$ cat config.mk
export PLATFORM = sky130hd
export DESIGN_NAME = sobol_rng_gen
export DESIGN_NICKNAME = d
export VERILOG_FILES = /design/src/rtl/sobol_rng_gen.sv
export SDC_FILE = /design/constraint.sdc
export NUM_CORES = 1
export LEC_CHECK = 0
export BUFFER_PORTS_ARGS = -buffer_cell sky130_fd_sc_hd__buf_2
export CAP_MARGIN = 20
export CORE_ASPECT_RATIO = 1.75
export CORE_UTILIZATION = 50
export DETAILED_ROUTE_END_ITERATION = 10
export PLACE_DENSITY = 0.83
export SYNTH_ARGS = -nofsm -noshare
export SYNTH_HDL_FRONTEND = slang
export SYNTH_SLANG_ARGS = --single-unit
$ cat constraint.sdc
create_clock -name clk -period 1.5 [get_ports clk]
set_input_delay 0.15 -clock clk [delete_from_list [all_inputs] [get_ports clk]]
set_output_delay 0.15 -clock clk [all_outputs]
set_load 0.03 [all_outputs]
$ cat src/rtl/sobol_rng_gen.sv
// Gray-code Sobol sequence generator: XORs the direction vector selected by the
// counter's least-significant zero into a running value. Optional: SOBOL_SCRAMBLE_EN.
module sobol_rng_gen #(
`ifdef INWD10
    localparam int INWD    = 10,
    localparam int LOGINWD = 4
`elsif INWD8
    localparam int INWD    = 8,
    localparam int LOGINWD = 3
`elsif INWD6
    localparam int INWD    = 6,
    localparam int LOGINWD = 3
`else
    localparam int INWD    = 4,
    localparam int LOGINWD = 2
`endif
) (
    input  logic               clk,
    input  logic               rst_n,
    input  logic               enable,
    input  logic               dvWr,
    input  logic [LOGINWD:0]   dvIdx,
    input  logic [INWD-1:0]    dvData,
    output logic [INWD-1:0]    sobolSeq,
    output logic               valid,
    output logic               wrap
);

    logic [INWD-1:0]            cnt_reg;
    logic [INWD-1:0]            cnt_next;
    logic [INWD-1:0]            seq_reg;
    logic [INWD-1:0]            seq_next;
    logic [INWD-1:0]            out_next;
    logic                       wrap_next;
    logic                       cnt_full;
    logic [INWD-1:0]            lsz_onehot;
    logic [INWD-1:0][INWD-1:0]  dv_masked;
    logic [INWD-1:0]            dv_sel;

    assign cnt_full = &cnt_reg;

    // One direction-vector register per dimension bit; the LSZ one-hot gates
    // which vector reaches the XOR, so no binary index decode is needed.
    genvar gi;
    generate
        for (gi = 0; gi < INWD; gi++) begin : g_dv
            localparam logic [LOGINWD:0] DV_ADDR = (LOGINWD+1)'(gi);
            localparam logic [INWD-1:0]  DV_INIT = INWD'(1) << (INWD - 1 - gi);

            logic [INWD-1:0] dv_reg;

            if (gi == 0) begin : g_lsz_first
                assign lsz_onehot[gi] = ~cnt_reg[0];
            end else begin : g_lsz_rest
                assign lsz_onehot[gi] = ~cnt_reg[gi] & (&cnt_reg[gi-1:0]);
            end

            always_ff @(posedge clk) begin
                if (!rst_n) begin
                    dv_reg <= DV_INIT;
                end else if (dvWr && (dvIdx == DV_ADDR)) begin
                    dv_reg <= dvData;
                end
            end

            assign dv_masked[gi] = dv_reg & {INWD{lsz_onehot[gi]}};
        end
    endgenerate

    always_comb begin
        dv_sel = '0;
        for (int i = 0; i < INWD; i++) begin
            dv_sel = dv_sel | dv_masked[i];
        end
    end

    // At the last element of the period the counter has no zero bit, so the
    // sequence restarts from 0 instead of applying a vector.
    always_comb begin
        cnt_next  = cnt_reg;
        seq_next  = seq_reg;
        wrap_next = 1'b0;
        if (enable) begin
            if (cnt_full) begin
                cnt_next  = '0;
                seq_next  = '0;
                wrap_next = 1'b1;
            end else begin
                cnt_next = cnt_reg + INWD'(1);
                seq_next = seq_reg ^ dv_sel;
            end
        end
    end

`ifdef SOBOL_SCRAMBLE_EN
    localparam logic [LOGINWD:0] SCR_ADDR = (LOGINWD+1)'(INWD);

    logic [INWD-1:0] scr_reg;

    always_ff @(posedge clk) begin
        if (!rst_n) begin
            scr_reg <= '0;
        end else if (dvWr && (dvIdx == SCR_ADDR)) begin
            scr_reg <= dvData;
        end
    end

    assign out_next = seq_next ^ scr_reg;
`else
    assign out_next = seq_next;
`endif

    always_ff @(posedge clk) begin
        if (!rst_n) begin
            cnt_reg  <= '0;
            seq_reg  <= '0;
            sobolSeq <= '0;
            valid    <= 1'b0;
            wrap     <= 1'b0;
        end else begin
            cnt_reg  <= cnt_next;
            seq_reg  <= seq_next;
            sobolSeq <= out_next;
            valid    <= enable;
            wrap     <= wrap_next;
        end
    end

endmodule

# [Yosys cells after proc, flatten, opt, wreduce, memory -nomap -nowiden]
# Index checks and enable logic that the tools add are counted.
[op_classes] n_bitwise=15 mux=3 eq_ne=3 add_sub_neg=1 n_reduce_logical=9
[op_table] cell="4-bit AND" count=4
[op_table] cell="4-bit OR" count=3
[op_table] cell="4-bit 2-to-1 mux" count=2
[op_table] cell="3-bit by 2-bit == test with 1-bit output, second input constant" count=2
[op_table] cell="4-bit by 1-bit adder with 4-bit output, second input constant" count=1
[op_table] cell="1-bit logical AND" count=4
[op_table] cell="1-bit NOT" count=4
[op_table] cell="2-bit AND reduction" count=2
[op_table] cell="4-bit AND reduction" count=1
[op_table] cell="4-bit XOR" count=1
[op_table] cell="1-bit AND" count=3
[op_table] cell="3-bit by 1-bit == test with 1-bit output, second input constant" count=1
[op_table] cell="3-bit zero test" count=1
[op_table] cell="3-bit AND reduction" count=1
[op_table] cell="1-bit 2-to-1 mux" count=1
[totals] regBits=26 inputBits=11

# [Logic depth before layout (Yosys ltp)]
[depth] depth_word=8 mapped_depth=5

# [Worst setup path after synthesis]
# No wires, ideal clock.
[synth_path] path_type="reg-to-reg" from="register cnt_reg[0]" to="register seq_reg[3]" arrival_time_ps=1481 path_buffers=0 setup_time_ps=72 stages_incl_launch_ff=6 period_less_slack_ps=1552 setup_slack_ps=-52 path_cell_list="dfxtp_1 ha_1 ha_1 a22o_1 a221oi_2 mux2i_1"
[synth_between] elab_chain_len=7 elab_cells_between_ends=16 classes_between="mux (1); bitwise (12); reduce/logical (3)"
[synth_rtl] item="start, declared" line_no="29" rtl="logic [INWD-1:0] cnt_reg;"
[synth_rtl] item="start signal, assigned" line_no="121" rtl="cnt_reg <= cnt_next;"
[synth_rtl] item="1-bit AND, or another cell as far along" line_no="55" rtl="assign lsz_onehot[gi] = ~cnt_reg[gi] & (&cnt_reg[gi-1:0]);"
[synth_rtl] item="4-bit AND or 1-bit AND (tied branches)" line_no="66, 55"
[synth_rtl] item="4-bit OR or 4-bit AND (tied branches)" line_no="73, 66"
[synth_rtl] item="4-bit OR (2 in series)" line_no="73" rtl="dv_sel = dv_sel | dv_masked[i];"
[synth_rtl] item="4-bit XOR" line_no="90" rtl="seq_next = seq_reg ^ dv_sel;"
[synth_rtl] item="4-bit 2-to-1 mux (*)" line_no="84" rtl="if (cnt_full) begin"
[synth_rtl] item="end signal, assigned" line_no="122" rtl="seq_reg <= seq_next;"
[synth_rtl] item="end, declared" line_no="31" rtl="logic [INWD-1:0] seq_reg;"
# Every way passes the cells marked *; elsewhere a longest branch is shown, timed or not.
# A chain may end at the register's enable or synchronous reset.

# [Worst setup path in the final report]
[layout_path] from="register cnt_reg[1]" to="register seq_reg[2]"
[layout_between] elab_chain_len=8 elab_cells_between_ends=15 classes_between="mux (1); bitwise (11); reduce/logical (3)"
[layout_rtl] item="1-bit NOT" line_no="55"
[layout_rtl] item="1-bit AND" line_no="55"
[layout_rtl] item="4-bit AND" line_no="66" rtl="assign dv_masked[gi] = dv_reg & {INWD{lsz_onehot[gi]}};"
[layout_rtl] item="4-bit OR (3 in series)" line_no="73"
[layout_rtl] item="4-bit XOR" line_no="90"
[layout_rtl] item="4-bit 2-to-1 mux (*)" line_no="84"
# Marks and branches as above.

==> impl_metrics.toml <==
[sta]
tightest_slew_ps = 418
hold_violations = 0
slew_headroom = 0.720
slew_viol_final = 0
finClkSkew_ps = 3.37
timing.final.crit_share = 0.978
fin_crit_ps = 1470
rsz0062_at_grt = "true"
finalSetupViolCount = 0
fmax_mhz = 682

[outcome]
status = "complete, no violations"

[yosys]
synth-compound-area-share = 0.0953
synth_edf_count = 0
dominantRegCellSynth = "dfxtp_1"
synth-simple-area-share = 0.250
synth_area_leaders = "dfxtp_1 (42%), mux2i_1 (16%), nor2b_1 (8.5%)"
post-synth-top-count-cell = "dfxtp_1"
synth_seq_area_share = 0.417
synth_fa_ha_area_frac = 0.0401
synth_top_family_by_area = "simple AND/OR/NAND/NOR gates"
yosysTopAreaCellShare = 0.417
syn-cell-area_sq_um = 1250
ys.warnings.count = 0
synth_area_leader_cell = "dfxtp_1"
synth_mux_area_frac = 0.160
syn_avg_cell_area_sq_um = 10.9
synth.top_cells.by_count = "dfxtp_1 (26), mux2i_1 (20), nor2b_1 (17)"
async_flop_share = 0
syn_nets = 129
synth_xor_area_frac = 0.00702
synth.distinct_cells = 26
ys_seq_elements = 26
synthCells = 114

[floorplan]
start_util = 0.535
pin_count = 17
die_area_sq_um = 2710
coreArea_sq_um = 2330
dieHeight_microns = 68.1
fp.dieW_microns = 39.8
rows = 23

[clock_tree]
tritoncts = "built"
htree_levels = 1
cts_setup_buffers = 0
clkTransAtPathRegs_ps = 90
root_buffer = "clkbuf_8"
cts_buffers = 3
clock_latency_ps = 270
tritoncts_num_sinks = 26
clk_path_buf_depth = 2

[drt]
drc_errors = 0
wl_per_cell_microns = 15.3
drt_wl_total_microns = 2420
via_per_inst = 5.82
ant_nets = 0
vias = 920
drt-initial-drc-count = 25
drt_pass1_iterations = 4

[cells_and_area]
syn2layout_area_growth_pct = 16.3
n_antenna_cell = 0
drive_above_1_share = 0.271
largest_reg_flops = 16
nets = 149
final_cell_area_sq_um = 1450

[min_path]
holdPathStages = 3
holdCritPathClass = "primary input to flop"

[power]
p_leak_nw = 0.629
peakVddDrop_mv = 0.577
p_total_mw = 1.34
pwr_density_cell_nw_per_um2 = 922

[global_route]
grt_antenna_before_repair = 0
grt_max_degree = 30
grt_pass1_vias = 874
grt_pass1_wl_microns = 3910
grt.total_usage = 0.216
grt_remaining_overflow = 0

[placement]
hpwl_microns = 1840
place.gp.congestion = 0.803
placed_area_sq_um = 1370
port_buffers = 16

[worst_setup_path]
startpoint_type = "flop"
reg2reg_depth = 5
cp.arrival_ps = 1670
crit_required_ps = 1700
cp-end-kind = "flop"
crit_type = "flop to flop"
worstPathMaxFanout = 4

[run]
cap_violations = 0
cell type report:
cell class / instances / area [sq um]
multi-input cells: 80 / 717
fillers: 201 / 880
flip-flops and latches: 26 / 523
well taps: 25 / 31.3
inverters: 2 / 7.51
repair buffers: 21 / 118
clock buffers: 4 / 55.1
path summary, 6_finish.rpt:
check	start	end	slack, ps
hold / removal	dvData[1]	g_dv[2].dv_reg[1]$_SDFFE_PN1P_	160
setup reg to reg	cnt_reg[1]$_SDFFE_PN0P_	seq_reg[2]$_SDFFE_PN0P_	30
setup / recovery	cnt_reg[1]$_SDFFE_PN0P_	seq_reg[2]$_SDFFE_PN0P_	30
hold reg to reg	seq_reg[1]$_SDFFE_PN0P_	seq_reg[1]$_SDFFE_PN0P_	480
worst max-delay path, cell delays in order (launching register included):
cell and delay [ps]:
dfxtp_2 350, ha_4 170, ha_4 160, a22o_1 230, a221oi_2 260, mux2i_1 220
cell families (layout without fill, tap and decap cells):
group	count (synthesis)	count (layout)
AND/OR/NAND/NOR	44	44
adder cells (fa/ha/maj)	4	4
buffers and inverters	8	27
multiplexers	20	20
XOR/XNOR	1	1
AO/OA/AOI/OAI	11	11
flip-flops	26	26
routing by layer:
layer | global-route usage | up-vias | part of all wire
met5 | 0 | - | 0
met2 | 0.375 | 16 | 0.53
met4 | 0.151 | 0 | 0.042
li1 | - | 453 | -
met3 | 0.0357 | 8 | 0.016
met1 | 0.218 | 443 | 0.41
report_power, final:
group	internal [mW]	switching [mW]	total [mW]
sequential	0.713	0.0164	0.729
clock	0.235	0.212	0.447
combinational	0.0739	0.0880	0.162
repair_timing:
action                     CTS  global route
pin swaps                    2             1
gates resized for setup      4             1
setup endpoints to repair    3             3
hold buffers                 0             0
layout by cell type (no fill, tap or decap), types with 2 or more instances in the layout:
| cell | instances |
|---|---|
| ha_4 | 2 |
| inv_1 | 2 |
| nand3_1 | 5 |
| a22o_1 | 4 |
| nand2_1 | 5 |
| nor2b_1 | 17 |
| nand3b_1 | 4 |
| and4b_1 | 4 |
| a221oi_2 | 4 |
| buf_2 | 16 |
| clkbuf_8 | 4 |
| dfxtp_2 | 2 |
| buf_4 | 5 |
| mux2i_1 | 20 |
| nor4bb_1 | 2 |
| dfxtp_1 | 24 |
per-stage QoR:
| step | TNS (ps) | cells | setup WS, ps | util | hold slack, ps |
|---|---|---|---|---|---|
| global route | -110 | 158 | -41.5 | 0.623 | 175 |
| floorplan | 0 | 114 | 24.9 | - | 275 |
| global placement | 0 | 154 | 26.7 | 0.588 | 428 |
| CTS | 0 | 158 | 11.9 | 0.622 | 156 |
| detailed placement | -10.5 | 154 | -6.18 | 0.588 | 440 |
| finish | 0 | 158 | 33.7 | 0.623 | 163 |
No activity file was read; power rests on OpenSTA's default activity.
